`config.mk`:
```
export PLATFORM = sky130hd
export DESIGN_NAME = fetch_queue_flat
export DESIGN_NICKNAME = d
export VERILOG_FILES = /design/src/rtl/fetch_queue_pkg.sv /design/src/rtl/fetch_queue_if.sv /design/src/rtl/fetch_queue_mem.sv /design/src/rtl/fetch_queue.sv /design/src/flat_wrapper.sv
export SDC_FILE = /design/constraint.sdc
export NUM_CORES = 1
export LEC_CHECK = 0
export CAP_MARGIN = 30
export CORE_MARGIN = 5
export CORE_UTILIZATION = 30
export CTS_CLUSTER_DIAMETER = 40
export DETAILED_ROUTE_END_ITERATION = 12
export DONT_BUFFER_PORTS = 1
export PLACE_DENSITY = 0.56
export SETUP_SLACK_MARGIN = 0.1
export SYNTH_ARGS = -nofsm -noshare
export SYNTH_HDL_FRONTEND = slang
export SYNTH_HIERARCHICAL = 1
export SYNTH_SLANG_ARGS = --single-unit
```
`constraint.sdc`:
```
create_clock -name clk_i -period 3.8 [get_ports clk_i]
set_clock_uncertainty 0.15 [all_clocks]
set_input_delay 0.76 -clock clk_i [delete_from_list [all_inputs] [get_ports clk_i]]
set_output_delay 0.76 -clock clk_i [all_outputs]
set_load 0.01 [all_outputs]
```
`src/rtl/fetch_queue_pkg.sv`:
```
// Shared constants for the instruction fetch queue.
package fetch_queue_pkg;

    localparam int FQ_DW    = 32;
    localparam int FQ_DEPTH = 4;
    localparam int FQ_AW    = 2;

    localparam logic [FQ_DW-1:0] NOP_INSTR = 32'h0000_0000;
    localparam logic [FQ_DW-1:0] PC_RESET  = 32'h0000_0000;
    localparam logic [FQ_DW-1:0] PC_STEP   = 32'h0000_0004;

    // Sequential PC of the instruction following the one at pc.
    function automatic logic [FQ_DW-1:0] next_pc(input logic [FQ_DW-1:0] pc);
        return pc + PC_STEP;
    endfunction

endpackage

```
`src/rtl/fetch_queue_if.sv`:
```
// Fetch-side and decode-side signals of the fetch queue.
interface fetch_queue_if
    import fetch_queue_pkg::*;
#(
    parameter int DW = FQ_DW,
    parameter int AW = FQ_AW
);
    logic          push_i;
    logic [DW-1:0] push_pc_i;
    logic [DW-1:0] push_instr_i;
    logic          pop_i;
    logic          flush_i;
    logic          pc_write_o;
    logic          ifid_valid_o;
    logic [DW-1:0] ifid_pc_o;
    logic [DW-1:0] ifid_pc4_o;
    logic [DW-1:0] ifid_instr_o;
    logic [AW:0]   count_o;

    // Fetch/decode side driving the queue.
    modport master (
        output push_i, push_pc_i, push_instr_i, pop_i, flush_i,
        input  pc_write_o, ifid_valid_o, ifid_pc_o, ifid_pc4_o, ifid_instr_o, count_o
    );

    // The queue itself.
    modport slave (
        input  push_i, push_pc_i, push_instr_i, pop_i, flush_i,
        output pc_write_o, ifid_valid_o, ifid_pc_o, ifid_pc4_o, ifid_instr_o, count_o
    );
endinterface

```
`src/rtl/fetch_queue_mem.sv`:
```
// DEPTH x (2*DW) register array holding {pc, instr} pairs;
// one synchronous write port, one combinational read port.
module fetch_queue_mem
    import fetch_queue_pkg::*;
#(
    parameter int DEPTH = FQ_DEPTH,
    parameter int AW    = FQ_AW,
    parameter int DW    = FQ_DW
) (
    input  logic            clk_i,
    input  logic            rst_i,
    input  logic            we_i,
    input  logic [AW-1:0]   waddr_i,
    input  logic [2*DW-1:0] wdata_i,
    input  logic [AW-1:0]   raddr_i,
    output logic [2*DW-1:0] rdata_o
);

    logic [2*DW-1:0] mem_q [DEPTH];
    logic [2*DW-1:0] mem_d [DEPTH];

    // Next array contents: one entry replaced on a write.
    always_comb begin
        mem_d = mem_q;
        if (we_i) begin
            mem_d[waddr_i] = wdata_i;
        end else begin
            mem_d = mem_q;
        end
    end

    // Storage registers, cleared asynchronously.
    always_ff @(posedge clk_i or negedge rst_i) begin
        if (!rst_i) begin
            for (int i = 0; i < DEPTH; i++) begin
                mem_q[i] <= '0;
            end
        end else begin
            mem_q <= mem_d;
        end
    end

    assign rdata_o = mem_q[raddr_i];

endmodule

```
`src/rtl/fetch_queue.sv`:
```
// Instruction fetch queue between PC/instruction memory and decode.
// Buffers {pc, instr} pairs, holds the PC when full and drops
// everything on a branch/jump flush.
module fetch_queue
    import fetch_queue_pkg::*;
#(
    parameter int DEPTH = FQ_DEPTH,
    parameter int AW    = FQ_AW,
    parameter int DW    = FQ_DW
) (
    input  logic         clk_i,
    input  logic         rst_i,
    fetch_queue_if.slave bus
);

    localparam logic [AW:0] DEPTH_C = (AW+1)'(DEPTH);

    logic [AW-1:0]   wr_ptr_q, wr_ptr_d;
    logic [AW-1:0]   rd_ptr_q, rd_ptr_d;
    logic [AW:0]     count_q,  count_d;
    logic            push_acc_s;
    logic            pop_acc_s;
    logic [2*DW-1:0] head_s;
    logic            valid_s;

    // Flush dominates; a full queue never accepts a push even when popped.
    assign push_acc_s = bus.push_i && (count_q < DEPTH_C) && !bus.flush_i;
    assign pop_acc_s  = bus.pop_i  && (count_q != '0)     && !bus.flush_i;

    fetch_queue_mem #(
        .DEPTH (DEPTH),
        .AW    (AW),
        .DW    (DW)
    ) u_mem (
        .clk_i   (clk_i),
        .rst_i   (rst_i),
        .we_i    (push_acc_s),
        .waddr_i (wr_ptr_q),
        .wdata_i ({bus.push_pc_i, bus.push_instr_i}),
        .raddr_i (rd_ptr_q),
        .rdata_o (head_s)
    );

    // Next pointers and occupancy.
    always_comb begin
        wr_ptr_d = wr_ptr_q;
        rd_ptr_d = rd_ptr_q;
        count_d  = count_q;
        if (bus.flush_i) begin
            wr_ptr_d = '0;
            rd_ptr_d = '0;
            count_d  = '0;
        end else begin
            if (push_acc_s) begin
                wr_ptr_d = wr_ptr_q + AW'(1);
            end else begin
                wr_ptr_d = wr_ptr_q;
            end
            if (pop_acc_s) begin
                rd_ptr_d = rd_ptr_q + AW'(1);
            end else begin
                rd_ptr_d = rd_ptr_q;
            end
            count_d = count_q + (AW+1)'(push_acc_s) - (AW+1)'(pop_acc_s);
        end
    end

    // Pointer and occupancy registers.
    always_ff @(posedge clk_i or negedge rst_i) begin
        if (!rst_i) begin
            wr_ptr_q <= '0;
            rd_ptr_q <= '0;
            count_q  <= '0;
        end else begin
            wr_ptr_q <= wr_ptr_d;
            rd_ptr_q <= rd_ptr_d;
            count_q  <= count_d;
        end
    end

    assign valid_s = (count_q != '0);

    // Head presentation; an empty queue shows a NOP at PC 0.
    always_comb begin
        bus.ifid_pc_o    = '0;
        bus.ifid_pc4_o   = '0;
        bus.ifid_instr_o = '0;
        if (valid_s) begin
            bus.ifid_pc_o    = head_s[2*DW-1:DW];
            bus.ifid_pc4_o   = head_s[2*DW-1:DW] + DW'(PC_STEP);
            bus.ifid_instr_o = head_s[DW-1:0];
        end else begin
            bus.ifid_pc_o    = DW'(PC_RESET);
            bus.ifid_pc4_o   = DW'(PC_RESET);
            bus.ifid_instr_o = DW'(NOP_INSTR);
        end
    end

    assign bus.ifid_valid_o = valid_s;
    assign bus.count_o      = count_q;
    // Hold depends on registered count only, so decode's pop cannot loop back.
    assign bus.pc_write_o   = (count_q == DEPTH_C);

endmodule

```
`src/flat_wrapper.sv`:
```
// flat-port wrapper written by rule: the top's interface ports become plain ports
module fetch_queue_flat import fetch_queue_pkg::*;
#(
    parameter int DEPTH = FQ_DEPTH,
    parameter int AW    = FQ_AW,
    parameter int DW    = FQ_DW
)
  (clk_i, rst_i, bus_push_i, bus_push_pc_i, bus_push_instr_i, bus_pop_i, bus_flush_i, bus_pc_write_o, bus_ifid_valid_o, bus_ifid_pc_o, bus_ifid_pc4_o, bus_ifid_instr_o, bus_count_o);
  fetch_queue_if #(.DW(DW), .AW(AW)) bus_i ();
  input  logic clk_i;
  input  logic rst_i;
  input wire logic [$bits(bus_i.push_i)-1:0] bus_push_i;
  input wire logic [$bits(bus_i.push_pc_i)-1:0] bus_push_pc_i;
  input wire logic [$bits(bus_i.push_instr_i)-1:0] bus_push_instr_i;
  input wire logic [$bits(bus_i.pop_i)-1:0] bus_pop_i;
  input wire logic [$bits(bus_i.flush_i)-1:0] bus_flush_i;
  output wire logic [$bits(bus_i.pc_write_o)-1:0] bus_pc_write_o;
  output wire logic [$bits(bus_i.ifid_valid_o)-1:0] bus_ifid_valid_o;
  output wire logic [$bits(bus_i.ifid_pc_o)-1:0] bus_ifid_pc_o;
  output wire logic [$bits(bus_i.ifid_pc4_o)-1:0] bus_ifid_pc4_o;
  output wire logic [$bits(bus_i.ifid_instr_o)-1:0] bus_ifid_instr_o;
  output wire logic [$bits(bus_i.count_o)-1:0] bus_count_o;
  assign bus_i.push_i = bus_push_i;
  assign bus_i.push_pc_i = bus_push_pc_i;
  assign bus_i.push_instr_i = bus_push_instr_i;
  assign bus_i.pop_i = bus_pop_i;
  assign bus_i.flush_i = bus_flush_i;
  assign bus_pc_write_o = bus_i.pc_write_o;
  assign bus_ifid_valid_o = bus_i.ifid_valid_o;
  assign bus_ifid_pc_o = bus_i.ifid_pc_o;
  assign bus_ifid_pc4_o = bus_i.ifid_pc4_o;
  assign bus_ifid_instr_o = bus_i.ifid_instr_o;
  assign bus_count_o = bus_i.count_o;
  fetch_queue #(.DEPTH(DEPTH), .AW(AW), .DW(DW)) u_core (.clk_i(clk_i), .rst_i(rst_i), .bus(bus_i));
endmodule
```
* Word level (Yosys, flattened, before mapping)
Cells that the tools add are included.
Widths: inputs -> output; s select.
** Storage, ports and cells
- Word-level logic and storage cells :: 42
- Output and inout bits :: 101
- Flip-flop bits (word level) :: 263
- Input bits :: 69
** Cells by class
- $lt $le $gt $ge :: 4
- Reductions and logical operators :: 9
- Muxes and demuxes :: 14
- Bitwise operators :: 2
- Eq/ne operators :: 1
- Add/subtract/negate cells :: 5
** Operators by type and width (number)
- $bwmux 256 :: 1
- $mux 64 :: 3
- $bmux 64 s2 :: 1
- $demux 64 s2 :: 1
- $mux 32 :: 3
- $add 32x3->32 const B :: 1
- $mux 2 :: 4
- $ge 3x3->1 const B :: 2
- $not 2->3 :: 2
- $logic_and 1x1->1 :: 5
- $add 2x1->2 const B :: 2
- $reduce_bool 2->1 :: 2
- $add 3x1->3 :: 1
- $eq 3x3->1 const B :: 1
- $lt 3x1->1 const B :: 1
- $lt 3x3->1 const B :: 1
- $mux 3 :: 1
- $reduce_bool 3->1 :: 1
- $sub 3x1->3 :: 1
- $logic_not 1->1 :: 1

* Longest topological paths before layout
Gate-level depths: netlist of the first run.
- Depth after elaboration :: 6
- Depth in mapped cells :: 12
- Mapped depth without buffers :: 12

* Hierarchy
The synthesis of the first run kept the hierarchy.
** Modules (own cells, without submodules)
- fetch_queue_mem :: area an instance 11162.0 µm², cells each 621, instances 1, sequential area each 6406.1 µm²
- fetch_queue :: area an instance 1536.5 µm², cells each 240, instances 1, sequential area each 175.2 µm²

* Least setup slack after synthesis of the first run
Ideal clock, no wire load.
- Path kind :: reg-to-output
- Start :: register u_core.rd_ptr_q[0]
- End :: output bus_ifid_pc4_o[27]
- Slack :: 0.238 ns
- Arrival time :: 2.652 ns
- Required time :: 2.890 ns
- Buffers on the path :: 3
- Cell stages (with the launch flop) :: 9
- Cells stage by stage :: dfrtp_1 buf_4 buf_4 mux4_2 nand4_1 buf_2 or4_4 or4_1 a21oi_1
** Between the ends
- Cells in the longest elaborated chain, start to end :: 6
** RTL lines
- from (decl) :: RTL line fetch_queue.sv:19 : logic [AW-1:0] rd_ptr_q, rd_ptr_d;
- from (signal assigned) :: RTL line fetch_queue.sv:76 : rd_ptr_q <= rd_ptr_d;
- $not 2->3 (not written as such) :: RTL line fetch_queue_mem.sv:43 : assign rdata_o = mem_q[raddr_i];
- $bmux 64 s2 :: RTL line fetch_queue_mem.sv:43
- $mux 64 (not written as such) (2 in series) :: RTL line fetch_queue_mem.sv:43
- net u_core.head_s[37] :: RTL line fetch_queue.sv:23 : logic [2*DW-1:0] head_s;
- $add 32x3->32 :: RTL line fetch_queue.sv:90 : bus.ifid_pc4_o = head_s[2*DW-1:DW] + DW'(PC_STEP);
- $mux 32 :: RTL line fetch_queue.sv:88 : if (valid_s) begin
- to (decl) :: RTL line flat_wrapper.sv:20 : output wire logic [$bits(bus_i.ifid_pc4_o)-1:0] bus_ifid_pc4_o;
The timed path passes the listed nets, and every way through them passes these cells. The select of a mux whose other input is x is not followed.

* Worst setup path in the final report of the first run
- Start :: register u_core.rd_ptr_q[0]
- End :: output bus_ifid_pc4_o[30]
Same word-level chain as after synthesis.

==> results of run 1 <==
[cell type report]
cell class / count / area share [%]
clock buffers: 55 / 7.964
flip-flops and latches: 263 / 43.24
clock inverters: 28 / 2.455
multi-input cells: 530 / 38.48
inverters: 8 / 0.1971
repair buffers: 52 / 3.243
well taps: 539 / 4.426
[through the flow]
step           power [W]  hold slack [ns]  setup TNS, ns  std cells
2_1_floorplan   0.008026           0.3033              0        861
3_3_place_gp    0.009112           0.3159              0       1372
3_5_place_dp    0.009207           0.3248              0       1372
4_1_cts          0.01375          -0.2843         -4.622       1466
5_1_grt          0.01455          -0.2785         -5.216       1475
6_report         0.01373          -0.2460         -3.120       1475
[state kept, by name (all words and copies together) (netlist names)]
signal,count
u_core/wr_ptr_q,2
u_core/rd_ptr_q,2
u_core/bus.count_o,3
u_core/u_mem/mem_q,256
[power groups by stage]
stage / clock [W] / sequential (W) / combinational, W
after floorplan: 0 / 0.00445 / 0.00358
after global placement: 0 / 0.00470 / 0.00442
after detailed placement: 0 / 0.00472 / 0.00448
after CTS: 0.00437 / 0.00468 / 0.00470
after global routing: 0.00449 / 0.00482 / 0.00523
final: 0.00424 / 0.00467 / 0.00482
[critical path: cells and delay by family, from the launching register on]
| kind | cells | cell delay, ns |
|---|---|---|
| adders and majority gates | 1 | 0.15 |
| AOI/OAI and AO/OA | 1 | 0.21 |
| and+or+nand+nor | 3 | 1.06 |
| DFF | 1 | 0.51 |
| muxes | 1 | 0.40 |
| buffers and inverters | 2 | 0.30 |
[worst paths after layout]
kind / startpoint / to / slack [ns]
max in group asynchronous: rst_i / u_core/u_mem/mem_q[66]$_DFFE_PN0P_ / 3.16
min in group clk_i: bus_flush_i / u_core/bus.count_o[1]$_DFF_PN0_ / 0.11
hold reg to reg: u_core/u_mem/mem_q[192]$_DFFE_PN0P_ / u_core/u_mem/mem_q[192]$_DFFE_PN0P_ / 0.33
setup reg to reg: u_core/bus.count_o[2]$_DFF_PN0_ / u_core/bus.count_o[2]$_DFF_PN0_ / 0.96
setup / recovery: u_core/rd_ptr_q[0]$_DFFE_PN0P_ / bus_ifid_pc4_o[30] / -0.29
hold / removal: rst_i / u_core/u_mem/mem_q[48]$_DFFE_PN0P_ / -0.25
[cell families (layout without fill, tap and decap cells)]
kind of cell | after synthesis | in the layout | synth area share [%]
DFF | 263 | 263 | 51.83
AOI/OAI and AO/OA | 42 | 42 | 1.774
xor gates and xnor gates | 13 | 13 | 0.8966
adders and majority gates | 4 | 4 | 0.4533
muxes | 320 | 320 | 34.05
and+or+nand+nor | 151 | 151 | 6.996
buffers and inverters | 68 | 143 | 4.000
[cells in the final DEF, fill, tap and decap left out, types with 7 or more instances in the layout]
master / netlist / final
sky130_fd_sc_hd__buf_6: 18 / 9
sky130_fd_sc_hd__mux2_2: 251 / 251
sky130_fd_sc_hd__xnor2_1: 7 / 7
sky130_fd_sc_hd__inv_1: 7 / 7
sky130_fd_sc_hd__or4_4: 1 / 8
sky130_fd_sc_hd__a21oi_2: 0 / 15
sky130_fd_sc_hd__nand3_1: 10 / 7
sky130_fd_sc_hd__dfrtp_1: 263 / 261
sky130_fd_sc_hd__nor2_1: 19 / 19
sky130_fd_sc_hd__or3_1: 16 / 10
sky130_fd_sc_hd__and2_1: 62 / 61
sky130_fd_sc_hd__nand4_1: 7 / 7
sky130_fd_sc_hd__mux4_2: 64 / 64
sky130_fd_sc_hd__bufinv_16: 0 / 7
sky130_fd_sc_hd__clkbuf_16: 0 / 45
sky130_fd_sc_hd__o21ai_0: 15 / 14
sky130_fd_sc_hd__buf_4: 12 / 39
sky130_fd_sc_hd__nand2_1: 11 / 9
[layer usage]
| metal | track usage [%] | wire [um] |
|---|---|---|
| met3 | 3.896 | 2372 |
| met2 | 21.97 | 14970 |
| met1 | 18.24 | 13920 |
| met4 | 4.779 | 816 |
| met5 | 0 | 13 |
[repair_timing]
item,4_1_cts,5_1_grt
pin swaps,19,17
endpoints found under the setup margin,22,22
buffers inserted,8,11
gates cloned,3,0
endpoints found under the hold margin,263,263
gates resized for setup,42,26
==> results.txt, run 1 <==
By area the synthesized netlist is led by sky130_fd_sc_hd__dfrtp_1 52%, sky130_fd_sc_hd__mux2_2 22%, sky130_fd_sc_hd__mux4_2 11%, sky130_fd_sc_hd__and2_1 3.1%, sky130_fd_sc_hd__buf_6 1.6%. The share of the core filled with cells in the final layout is 36.33%. The cell-internal power is 0.009271 W. The worst setup path is launched from a flop.

170 I/O pins were placed. By count the netlist is led by 263 x sky130_fd_sc_hd__dfrtp_1, 251 x sky130_fd_sc_hd__mux2_2, 64 x sky130_fd_sc_hd__mux4_2, 62 x sky130_fd_sc_hd__and2_1, 21 x sky130_fd_sc_hd__a21oi_1. The width of the die is 215.7 um.

Once the floorplan was initialized, standard cells occupied 30.27% of the core. The net switching power figure is 0.004459 W. For this run, the top clock speed supported by timing is 244.5 MHz.

The register cell area after layout is 6589 um2. The clock sink count came out at 263. The post-synth design cell area is 12700 um2.

The part of the power in combinational logic came out at 35.1%. The number of different library cells in the post-synthesis netlist came out at 37. After detailed routing, the number of vias per cell comes to 5.071. The data arrival time of the critical path came out at 3.18 ns.

Traced cell by cell, the critical path runs through buf_4 -> mux4_2 -> ha_4 -> nand2_2 -> or4_4 -> buf_6 -> or4_4 -> a21oi_4. Along the worst path, the maximum fanout reaches 6. The routability-driven placement congestion ratio came out at 0.8009. The number of antenna diodes in the final layout is 0. The area enclosed by the die boundary is 46540 um2. The flow ran to the end, but the final reports show violations. The area fraction of the dominant cell type after synthesis is 51.83%.

The area growth from synthesis to layout is 20.00%. The share of flip-flops with an asynchronous set or reset after synthesis is 100.0%. The net count of the mapped netlist is 934. For this run, the leading register cell type out of synthesis is sky130_fd_sc_hd__dfrtp_1. The relative max-transition margin came out at 44.79%.

The maximum vdd drop is 457.5 uV. The clock period minus worst slack is 4.091 ns. The endpoint kind of the worst setup timing path is an output port. After synthesis, flip-flops and latches occupy 51.83% of the total area. The layout net count is 973. The transition time at the pin with the least slew margin is 0.8282 ns. Clock tree synthesis selected as its root buffer the cell sky130_fd_sc_hd__clkbuf_16.

The CTS tree is yes. The part of the power in registers is 34.0%. The proportion of layout cells with a drive suffix above 1 is 53.10%. The clock latency on the worst-skew pair is 0.55 ns. The final layout contains routed wiring with a total length of 32100 um. The count of final hold-check violations is 263.

Counting the fill cells in the layout gives 4016. Summing all placed instances gives a cell area of 13200 um2. In the finished design, the share of the clock period the worst path needs comes to 107.6%. The number of antenna violations at the first check in global routing came out at 1. In this run, synthesis produced a sequential element count of 263. The buffer depth of the longest clock path came out at 3. The number of cell instances on the worst register-to-register path came out at 11. Across all layers, the routed design uses 7480 vias. Once detailed placement completed, the half-perimeter wirelength came to 19330 um.

The overall track demand over capacity in global routing came out at 13.82%. Clock-pin slew was measured on the worst setup and hold paths at 0.06 ns. The slowest stage of the critical path belongs to the cell sky130_fd_sc_hd__dfrtp_4. The first-pass GRT wire length is 50230 um. sky130_fd_sc_hd__dfrtp_1 is the most common cell in the netlist.

The largest total area in the synthesized netlist belongs to sky130_fd_sc_hd__dfrtp_1. The number of global-route vias before repair came out at 8097. The number of optimization iterations in the first detailed-route pass came out at 4. During synthesis, Yosys emitted a total of 6 warnings. The multi-input combinational cells in the finished layout cover a total of 5863 um2. The finished cells cover 15240 um2.

The starting DRC count in detailed routing is 397. The final max-slew violation count came out at 0. The fraction of power consumed by the clock network is 30.9%. The worst setup path category is flop to output port. The required time of the worst setup path came out at 2.89 ns.

The worst hold slack came out at -0.2460 ns. In this run switching power makes up 32.48% of total power. After detailed routing, the average wire length per cell comes to 21.76 um.

Entering global routing, the biggest net connects 264 pins. The tightest min-delay check is of the primary input to asynchronous set/reset pin type. Setup slack on the critical path of the routed design comes to -0.2906 ns. The overflow left after global routing came out at 0. The number of input and output port buffers inserted came out at 0. The cell that appears most often on the critical path is sky130_fd_sc_hd__or4_4. The total of endpoints with negative setup slack in the final report is 18. The die boundary height is 215.7 um.

The total clock buffers created by CTS came out at 45. The peak per-stage delay on the critical path is 0.51 ns. Setup repair after global routing could not meet its margin everywhere. The detail route stage leaves a number of antenna-violating nets equal to 0. The number of placement rows is 75. The number of standard cells after synthesis came out at 861. The reported leakage power came out at 6.401 nW. The maximum level of the CTS H-tree came out at 2. The tool flagged a number of max-cap violations equal to 0. The checks that failed: hold timing, setup timing. The worst slack at placement came out at 0.1402 ns. The number of synthesized flops with an enable pin came out at 0. The per-instance average area after synthesis came out at 14.75 um2. The cell area power density came out at 901.0 nW/um2. The core outline area is 41950 um2. For this run, design rule violations remaining after detail routing come to 0.
(Power assumes the default switching activity.)
==> run 2, diff against run 1 <==
- CORE_ASPECT_RATIO: unset -> 0.5
==> run 2 against run 1 <==
The run still ends with hold timing, setup timing left. Sequential share of layout area increased by 0.14 points. Cell area decreased by 0.35%. Sequential power about the same. Power decreased by 2.0%. Register-to-register slack improved by 0.06 ns. Via count decreased by 0.35%. Non-clock buffer count increased by 5. Hold slack improved by 0.034 ns. Wire length decreased by 0.96%. Combinational power increased by 4.6%. Highest routed layer is now met4.
==> results.txt, run 2 (synthesis gave the netlist of run 1 again) <==
The proportion of layout cells with a drive suffix above 1 is 53.41% (+0.31 points). The number of max-cap violations is 0 (unchanged). The number of top-level pins is 170 (unchanged). The peak per-stage delay on the critical path came out at 0.67 ns (+0.16 ns).

The critical path is of the flop to output port type. The setup slack on the worst flop-to-flop path came to 1.02 ns (+0.06 ns). The fraction of power consumed by the clock network is 27.9% (-3.0 points). The first-pass GRT wire length is 50230 um (unchanged). The maximum level of the CTS H-tree is 2 (unchanged).

The net switching power figure is 0.004338 W (-2.7%). On the critical path, the stage with the largest delay is an instance of sky130_fd_sc_hd__or4_4. Leaving out fill and tap cells, the most frequent cell in the layout is sky130_fd_sc_hd__dfrtp_1. The worst register-to-register path ends at u_core/bus.count_o[2]$_DFF_PN0_. The CTS clock-pin slew for the worst setup and hold paths is 0.05 ns (about the same).

The count of final hold-check violations is 263 (unchanged). Walking the worst path, the cells encountered are buf_12 -> mux4_2 -> nand4_1 -> or4_4 -> or4_1 -> a21oi_2 -> buf_4. The die boundary height is 155.5 um (-28%). The post-detailed-route count of antenna-violating nets came to 0 (unchanged). In this run the worst setup path terminates at bus_ifid_pc4_o[28]. The worst slack at placement is 0.08515 ns (-0.05504 ns). The number of optimization iterations in the first detailed-route pass came out at 5 (+1). The startpoint of the worst-slack reg-to-reg timing path is u_core/bus.count_o[2]$_DFF_PN0_. The part of the power in registers was 34.6% (+0.6 points).

The layout net count is 970 (-0.31%). The number of antenna violations at the first check in global routing is 0 (-1). The number of global-route vias before repair came out at 8404 (+3.8%). The number of cell instances on the worst register-to-register path is 11 (unchanged). The total of endpoints with negative setup slack in the final report is 18 (unchanged). The initial cell density of the core came out at 30.30% (about the same). The worst setup path is launched from a flop. The cell area power density came out at 886.3 nW/um2 (-1.6%). The number of flip-flops in the largest register came out at 256 (unchanged). The clock period minus worst slack is 4.177 ns (+0.08594 ns). The switching share of total power is 32.24% (-0.24 points). The required time of the worst setup path is 2.89 ns (about the same). The transition time at the pin with the least slew margin was 0.6753 ns (-0.1529 ns). The cell-internal power came out at 0.009120 W (-1.6%). The part of the power in combinational logic came to 37.4% (+2.3 points). The total power is 0.01346 W (-2.0%). The pin count of the biggest net entering global routing was 264 (unchanged). The overflow left after global routing is 0 (unchanged). The highest achievable clock rate was 239.4 MHz (-2.1%). The clock sink count is 263 (unchanged). The endpoint kind of the worst setup timing path is an output port. The starting DRC count in detailed routing is 348 (-12%).

On the critical path the largest part of the delay comes from simple AND/OR/NAND/NOR gates. The overall track demand over capacity in global routing was 13.62% (-0.20 points). The total clock buffers created by CTS was 37 (-18%). In the layout the commonest cells are 261 x sky130_fd_sc_hd__dfrtp_1, 251 x sky130_fd_sc_hd__mux2_2, 64 x sky130_fd_sc_hd__mux4_2.

The average detailed-routed wire length per instance came out at 21.17 um (-2.7%). The buffer depth of the longest clock path came out at 3 (unchanged). The final worst setup slack was -0.3765 ns (-0.08594 ns). The reported leakage power was 6.361 nW (-0.62%). The HPWL reported at the end of detailed placement came to 20130 um (+4.1%).

The final cycle utilization of the critical path is 109.9% (+2.3 points). The number of input and output port buffers inserted came to 0 (unchanged). The routability-driven placement congestion ratio came out at 0.8441 (+5.4%).

The logic depth of the worst setup path including buffers is 7 (-1). The total via count in the routed design is 7454 (-0.35%). The maximum vdd drop is 360.1 uV (-21%). The checks that failed: hold timing, setup timing.

The run finished, with violations left. The path class of the tightest hold or removal check is primary input to asynchronous set/reset pin. The number of placement rows is 53 (-29%). The clock latency on the worst-skew pair was 0.51 ns (-0.04 ns). The data arrival time of the critical path is 3.27 ns (+0.09 ns).

The count of buffering cells on the critical path with inverters included is 2 (unchanged). The worst hold slack came out at -0.2116 ns (+0.03445 ns). The detailed-route DRC error count came to 0 (unchanged). The total length of routed wires is 31790 um (-0.96%).

The relative max-transition margin came to 54.98% (+10 points). The number of inserted diodes came out at 0 (unchanged). Setup repair after global routing could not meet its margin everywhere. The area growth from synthesis to layout is 19.58%.

The core outline area is 41910 um2 (about the same). TritonCTS built the clock tree. Counting flops per register, the top entry is u_core/u_mem/mem_q. The area enclosed by the die boundary came out at 46790 um2 (+0.54%). The width of the die came out at 301.0 um (+40%). The critical path starts at u_core/rd_ptr_q[0]$_DFFE_PN0P_.

CTS placed an instance of sky130_fd_sc_hd__clkbuf_16 at the clock tree root. The maximum fanout count along the critical path is 6 (unchanged). The final max-slew violation count is 0 (unchanged). The detailed-route vias per instance came out at 4.963 (-2.1%).
run 2: area by class of cell:
class	instances	area [um2]
clock inverters	16	266.5
well taps	577	721.9
multi-input cells	530	5921
repair buffers	57	548.0
inverters	8	30.03
flip-flops and latches	263	6586
fillers	4001	26730
clock buffers	51	1111
run 2: metrics by stage:
| step | setup TNS [ns] | instances | util [%] | area (um2) |
|---|---|---|---|---|
| final | -3.882 | 1502 | 36.23 | 15180 |
| after detailed placement | 0 | 1414 | 31.67 | 13270 |
| after CTS | -3.714 | 1498 | 35.92 | 15050 |
| after global routing | -5.294 | 1502 | 36.23 | 15180 |
| after global placement | 0 | 1414 | 31.67 | 13270 |
| after floorplan | 0 | 861 | - | 12700 |
run 2: how the worst min path moves through the flow:
| stage | endpoint | slack (ns) | depth (start not counted) |
|---|---|---|---|
| 2_1_floorplan | u_core/u_mem/mem_q[192]$_DFFE_PN0P_ | 0.30 | 1 |
| 3_3_place_gp | u_core/u_mem/mem_q[254]$_DFFE_PN0P_ | 0.31 | 1 |
| 3_5_place_dp | u_core/u_mem/mem_q[16]$_DFFE_PN0P_ | 0.32 | 0 |
| 4_1_cts | u_core/u_mem/mem_q[16]$_DFFE_PN0P_ | -0.24 | 0 |
| 5_1_grt | u_core/u_mem/mem_q[208]$_DFFE_PN0P_ | -0.24 | 0 |
| 6_report | u_core/u_mem/mem_q[208]$_DFFE_PN0P_ | -0.21 | 0 |
run 2: power by group through the flow:
stage	Combinational [W]	Clock, W	Sequential [W]
after floorplan	0.00358	0	0.00445
after CTS	0.00499	0.00387	0.00465
final	0.00504	0.00376	0.00466
after global routing	0.00544	0.00399	0.00480
after detailed placement	0.00458	0	0.00472
after global placement	0.00448	0	0.00462
run 2: what timing repair did:
item	4_1_cts	5_1_grt
pin swaps	23	7
endpoints found under the setup margin	20	22
hold endpoints to repair	263	263
cloned	1	0
gates resized for setup	59	24
setup buffers	16	4
run 2: worst reg2reg max path: stages (launching register included):
cell and delay (ns):
sky130_fd_sc_hd__dfrtp_1 0.47, sky130_fd_sc_hd__nor2b_1 0.28, sky130_fd_sc_hd__nor2b_1 0.43, sky130_fd_sc_hd__inv_1 0.09, sky130_fd_sc_hd__ha_1 0.30, sky130_fd_sc_hd__inv_1 0.05, sky130_fd_sc_hd__ha_1 0.13, sky130_fd_sc_hd__inv_1 0.05
sky130_fd_sc_hd__fa_1 0.37, sky130_fd_sc_hd__xor2_1 0.16, sky130_fd_sc_hd__xnor2_1 0.13, sky130_fd_sc_hd__nor2_1 0.11
run 2: routing by layer:
layer  wire length [um]  GRT usage (%)  up-vias  part of all wire [%]
li1                   -              -     3233                     -
met1              12060          15.30     4025                    38
met2              17670          25.80      131                    56
met3               1195          2.998       65                   3.8
met4                862          4.399        0                   2.7
met5                  0              0        -                     0
==> run 3, diff against run 2 <==
- CORE_MARGIN: 5 -> unset
- CORE_UTILIZATION: 30 -> 33
- PLACE_DENSITY: 0.56 -> 0.59
- SYNTH_HIERARCHICAL: 1 -> unset
==> run 3 against run 2 <==
The flow still finishes with violations (hold timing, setup timing). Maximum frequency up 2.5%. Final cell count down 3.6%. First-iteration DRC count up 13%. Cell area down 1.3%. Core utilization up 3.6 points. Non-clock buffer count up 7. Critical endpoint is now bus_ifid_pc4_o[27]. Hold slack better by 0.0059 ns. Register-to-register slack better by 0.12 ns. Sequential share of layout area up 0.56 points.
==> results.txt, run 3 <==
The switching share of total power is 32.50% (+0.27 points). The highest achievable clock rate came to 245.3 MHz (+2.5%). The number of standard cells after synthesis came out at 865 (+0.46%).

The area fraction of the dominant cell type after synthesis came out at 51.85% (about the same). The total length of routed wires is 30320 um (-4.6%). The cell area power density is 879.4 nW/um2 (-0.78%). The pin count of the biggest net entering global routing came out at 264 (unchanged). The detailed-route vias per instance is 5.148 (+3.7%). The proportion of layout cells with a drive suffix above 1 was 50.97% (-2.4 points). The layout filler cell count came to 3471 (-13%). The post-synth design cell area was 12690 um2 (about the same). The number of inserted diodes came out at 0 (unchanged). The net switching power figure is 0.004285 W (-1.2%).

The logic depth of the worst setup path including buffers is 8 (+1). The number of flip-flops and latches in the synthesized netlist is 263 (unchanged). The final reports fail on hold timing, setup timing.

The number of top-level pins came out at 170 (unchanged). The clock period minus worst slack is 4.077 ns (-0.09991 ns). The total negative slack came out at -2.752 ns (+1.130 ns).

The signal on the critical path passes through buf_12 -> mux4_2 -> nand4_1 -> or4_4 -> buf_6 -> or4_4 -> a21oi_2 -> buf_4. The starting DRC count in detailed routing is 393 (+13%). The area enclosed by the die boundary is 39300 um2 (-16%). Counting flops per register, the top entry is u_core.u_mem.mem_q. The share of the core filled with cells in the final layout came to 39.80% (+3.6 points). The CTS clock-pin slew for the worst setup and hold paths is 0.06 ns (about the same). The number of different library cells in the post-synthesis netlist came out at 37 (unchanged).

The most frequent standard cell in the layout excluding fill and tap cells is sky130_fd_sc_hd__dfrtp_1. The HPWL reported at the end of detailed placement came out at 18910 um (-6.1%). The run finished, with violations left. The most area-hungry cell type in the Yosys netlist is sky130_fd_sc_hd__dfrtp_1. The clock sink count is 263 (unchanged). After synthesis, the most frequently instantiated cells are 263 x sky130_fd_sc_hd__dfrtp_1, 261 x sky130_fd_sc_hd__mux2_2, 64 x sky130_fd_sc_hd__and2_1, 44 x sky130_fd_sc_hd__clkbuf_1, 41 x sky130_fd_sc_hd__mux4_2. The peak per-stage delay on the critical path came out at 0.55 ns (-0.12 ns). The total via count in the routed design is 7455 (+0.013%). The worst hold slack was -0.2056 ns (+0.005928 ns).

The worst setup path is captured at an output port. The cell-internal power came to 0.008899 W (-2.4%). The worst setup path is launched from a flop. Leaving out fill and tap cells, the most frequent cells in the layout are 261 x sky130_fd_sc_hd__dfrtp_1, 259 x sky130_fd_sc_hd__mux2_2, 60 x sky130_fd_sc_hd__and2_1. The clock latency on the worst-skew pair was 0.52 ns (about the same). The number of placement rows is 50 (-5.7%). The number of cell instances on the worst register-to-register path is 5 (-6). The maximum level of the CTS H-tree is 2 (unchanged). The final max-slew violation count is 0 (unchanged). The per-instance average area after synthesis was 14.67 um2 (-0.51%). The transition time at the pin with the least slew margin is 0.6705 ns (-0.004803 ns). The most common cell in the netlist is sky130_fd_sc_hd__dfrtp_1. By instance count, the cell type seen most on the critical path is sky130_fd_sc_hd__or4_4. The CTS tree is yes.

The part of the power in registers is 36.0% (+1.4 points). The die boundary height is 140.7 um (-9.5%). The share of flip-flops with an asynchronous set or reset after synthesis is 100.0% (unchanged). The fraction of power consumed by the clock network came out at 25.9% (-2.0 points). The maximum fanout count along the critical path came to 7 (+1). The data arrival time of the critical path came to 3.17 ns (-0.10 ns). The routability-driven placement congestion ratio came out at 0.8495 (+0.64%). Relative to the synthesized area, the layout overhead comes to 18.11%. The post-detailed-route count of antenna-violating nets is 0 (unchanged). The reported leakage power came out at 6.295 nW (-1.0%). The buffer depth of the longest clock path came out at 3 (unchanged).

The maximum vdd drop was 298.6 uV (-17%). The average detailed-routed wire length per instance is 20.94 um (-1.1%). The detailed-route DRC error count came out at 0 (unchanged). The count of final hold-check violations came out at 263 (unchanged).

The tree is rooted in a sky130_fd_sc_hd__clkbuf_16. The layout net count is 981 (+1.1%). The initial cell density of the core is 33.70% (+3.4 points). The core outline area came to 37660 um2 (-10%). The required time of the worst setup path came to 2.89 ns (about the same). In this run the worst hold path is classified as primary input to asynchronous set/reset pin. The number of input and output port buffers inserted came to 0 (unchanged). The total clock buffers created by CTS is 34 (-8.1%).

The number of flip-flops in the largest register is 256 (unchanged). In the post-synthesis netlist, the biggest area contributors are sky130_fd_sc_hd__dfrtp_1 52%, sky130_fd_sc_hd__mux2_2 23%, sky130_fd_sc_hd__mux4_2 7.3%, sky130_fd_sc_hd__mux4_1 4.8%, sky130_fd_sc_hd__and2_1 3.2%. The critical path's top delay family is simple AND/OR/NAND/NOR gates. On the critical path, the stage with the largest delay is an instance of sky130_fd_sc_hd__dfrtp_4. In this run the critical register-to-register path is launched from u_core.bus.count_o[2]$_DFF_PN0_. The number of global-route vias before repair is 8193 (-2.5%). The final worst setup slack is -0.2766 ns (+0.09991 ns). The count of buffering cells on the critical path with inverters included is 3 (+1). The total of endpoints with negative setup slack in the final report came out at 14 (-4).

The final cycle utilization of the critical path came out at 107.3% (-2.6 points). The worst setup path is of the flop to output port kind. The net count of the mapped netlist is 942 (+0.86%). The first-pass GRT wire length is 48440 um (-3.6%).

The part of the power in combinational logic came to 38.1% (+0.7 points). The number of max-cap violations is 0 (unchanged). The footprint of the multi-input gates is 5911 um2 (-0.17%).

Tracing the worst setup path back leads to its startpoint at u_core.rd_ptr_q[0]$_DFFE_PN0P_. The number of optimization iterations in the first detailed-route pass was 4 (-1). The overall track demand over capacity in global routing came out at 15.80% (+2.2 points).

The part of the Yosys area used for sequential elements came out at 51.85% (about the same). The width of the die came out at 279.4 um (-7.2%). The total of warnings raised by yosys is 0 (-6).

The overflow left after global routing is 0 (unchanged). The number of synthesized flops with an enable pin is 0 (unchanged). The relative max-transition margin came out at 55.30% (+0.32 points). The primary flip-flop cell chosen by synthesis mapping is sky130_fd_sc_hd__dfrtp_1. The number of antenna violations at the first check in global routing came out at 0 (unchanged). Setup repair after global routing could not meet its margin everywhere.

The register cell area after layout is 6586 um2 (unchanged).
==> run 3: cell types whose count changed after synthesis, sizes merged, moves of 4 or more <==
cell    previous run  this run
or3               16         4
mux2             256       262
xnor2              7        12
clkbuf            21        44
o31ai              6        10
nand2             11         7
o21ai             15         2
nor2              19        31
ha                 3         7
a21oi             21        12
nor4               1         6
buf               39        17
==> run 3: repair_timing <==
item | 4_1_cts | 5_1_grt
pin swaps | 14 | 2
endpoints found under the setup margin | 19 | 21
gates resized for setup | 42 | 10
setup buffers | 19 | 0
endpoints found under the hold margin | 263 | 263
gates cloned | 1 | 0
==> run 3: stage by stage <==
step	cells	hold slack (ns)	power, W	worst slack (ns)	instance area, um2
global route	1448	-0.2366	0.01397	-0.3699	14990
CTS	1448	-0.2270	0.01329	-0.2374	14940
global placement	1368	0.3205	0.009294	0.1436	13450
floorplan	865	0.3144	0.008197	0.2095	12690
finish	1448	-0.2056	0.01318	-0.2766	14990
detailed placement	1368	0.3188	0.009476	0.07089	13450
==> run 3: cell type report <==
type                            count  area share (%)
Clock buffer                       43           6.661
Multi-Input combinational cell    531           39.43
Timing Repair Buffer               64           3.806
Sequential cell                   263           43.94
Clock inverter                     17           1.578
Inverter                           10          0.2504
Tap cell                          520           4.340
==> run 3: path summary, 6_finish.rpt <==
path | end | slack, ns
worst max-delay path | bus_ifid_pc4_o[27] | -0.28
worst min-delay path | u_core.u_mem.mem_q[238]$_DFFE_PN0P_ | -0.21
worst max register to register | u_core.u_mem.mem_q[118]$_DFFE_PN0P_ | 1.14
worst min register to register | u_core.u_mem.mem_q[252]$_DFFE_PN0P_ | 0.35
max in group asynchronous | u_core.u_mem.mem_q[225]$_DFFE_PN0P_ | 3.13
min in group clk_i | u_core.wr_ptr_q[1]$_DFFE_PN0P_ | 0.16
==> run 3: kinds of logic (layout without fill, tap and decap cells) <==
group	after synthesis	in the layout	share of synthesized area, %
AOI/OAI and AO/OA	24	24	1.144
xor gates and xnor gates	16	16	1.104
adders and majority gates	8	8	0.8478
buffers and inverters	71	134	2.642
DFF	263	263	51.85
muxes	329	329	35.55
and+or+nand+nor	154	154	6.861
==> run 3: routing by layer <==
metal	track usage (%)	vias to the layer above	part of all wire (%)
li1	-	3259	-
met1	18.78	4047	41
met2	28.48	103	53
met3	3.397	46	3.8
met4	5.205	0	2.2
met5	0	-	0
==> run 3: power by group through the flow <==
stage	Sequential, W	Combinational, W	Clock (W)
2_1_floorplan	0.00450	0.00370	0
3_3_place_gp	0.00471	0.00459	0
3_5_place_dp	0.00478	0.00469	0
4_1_cts	0.00474	0.00504	0.00351
5_1_grt	0.00490	0.00543	0.00364
6_report	0.00474	0.00502	0.00342
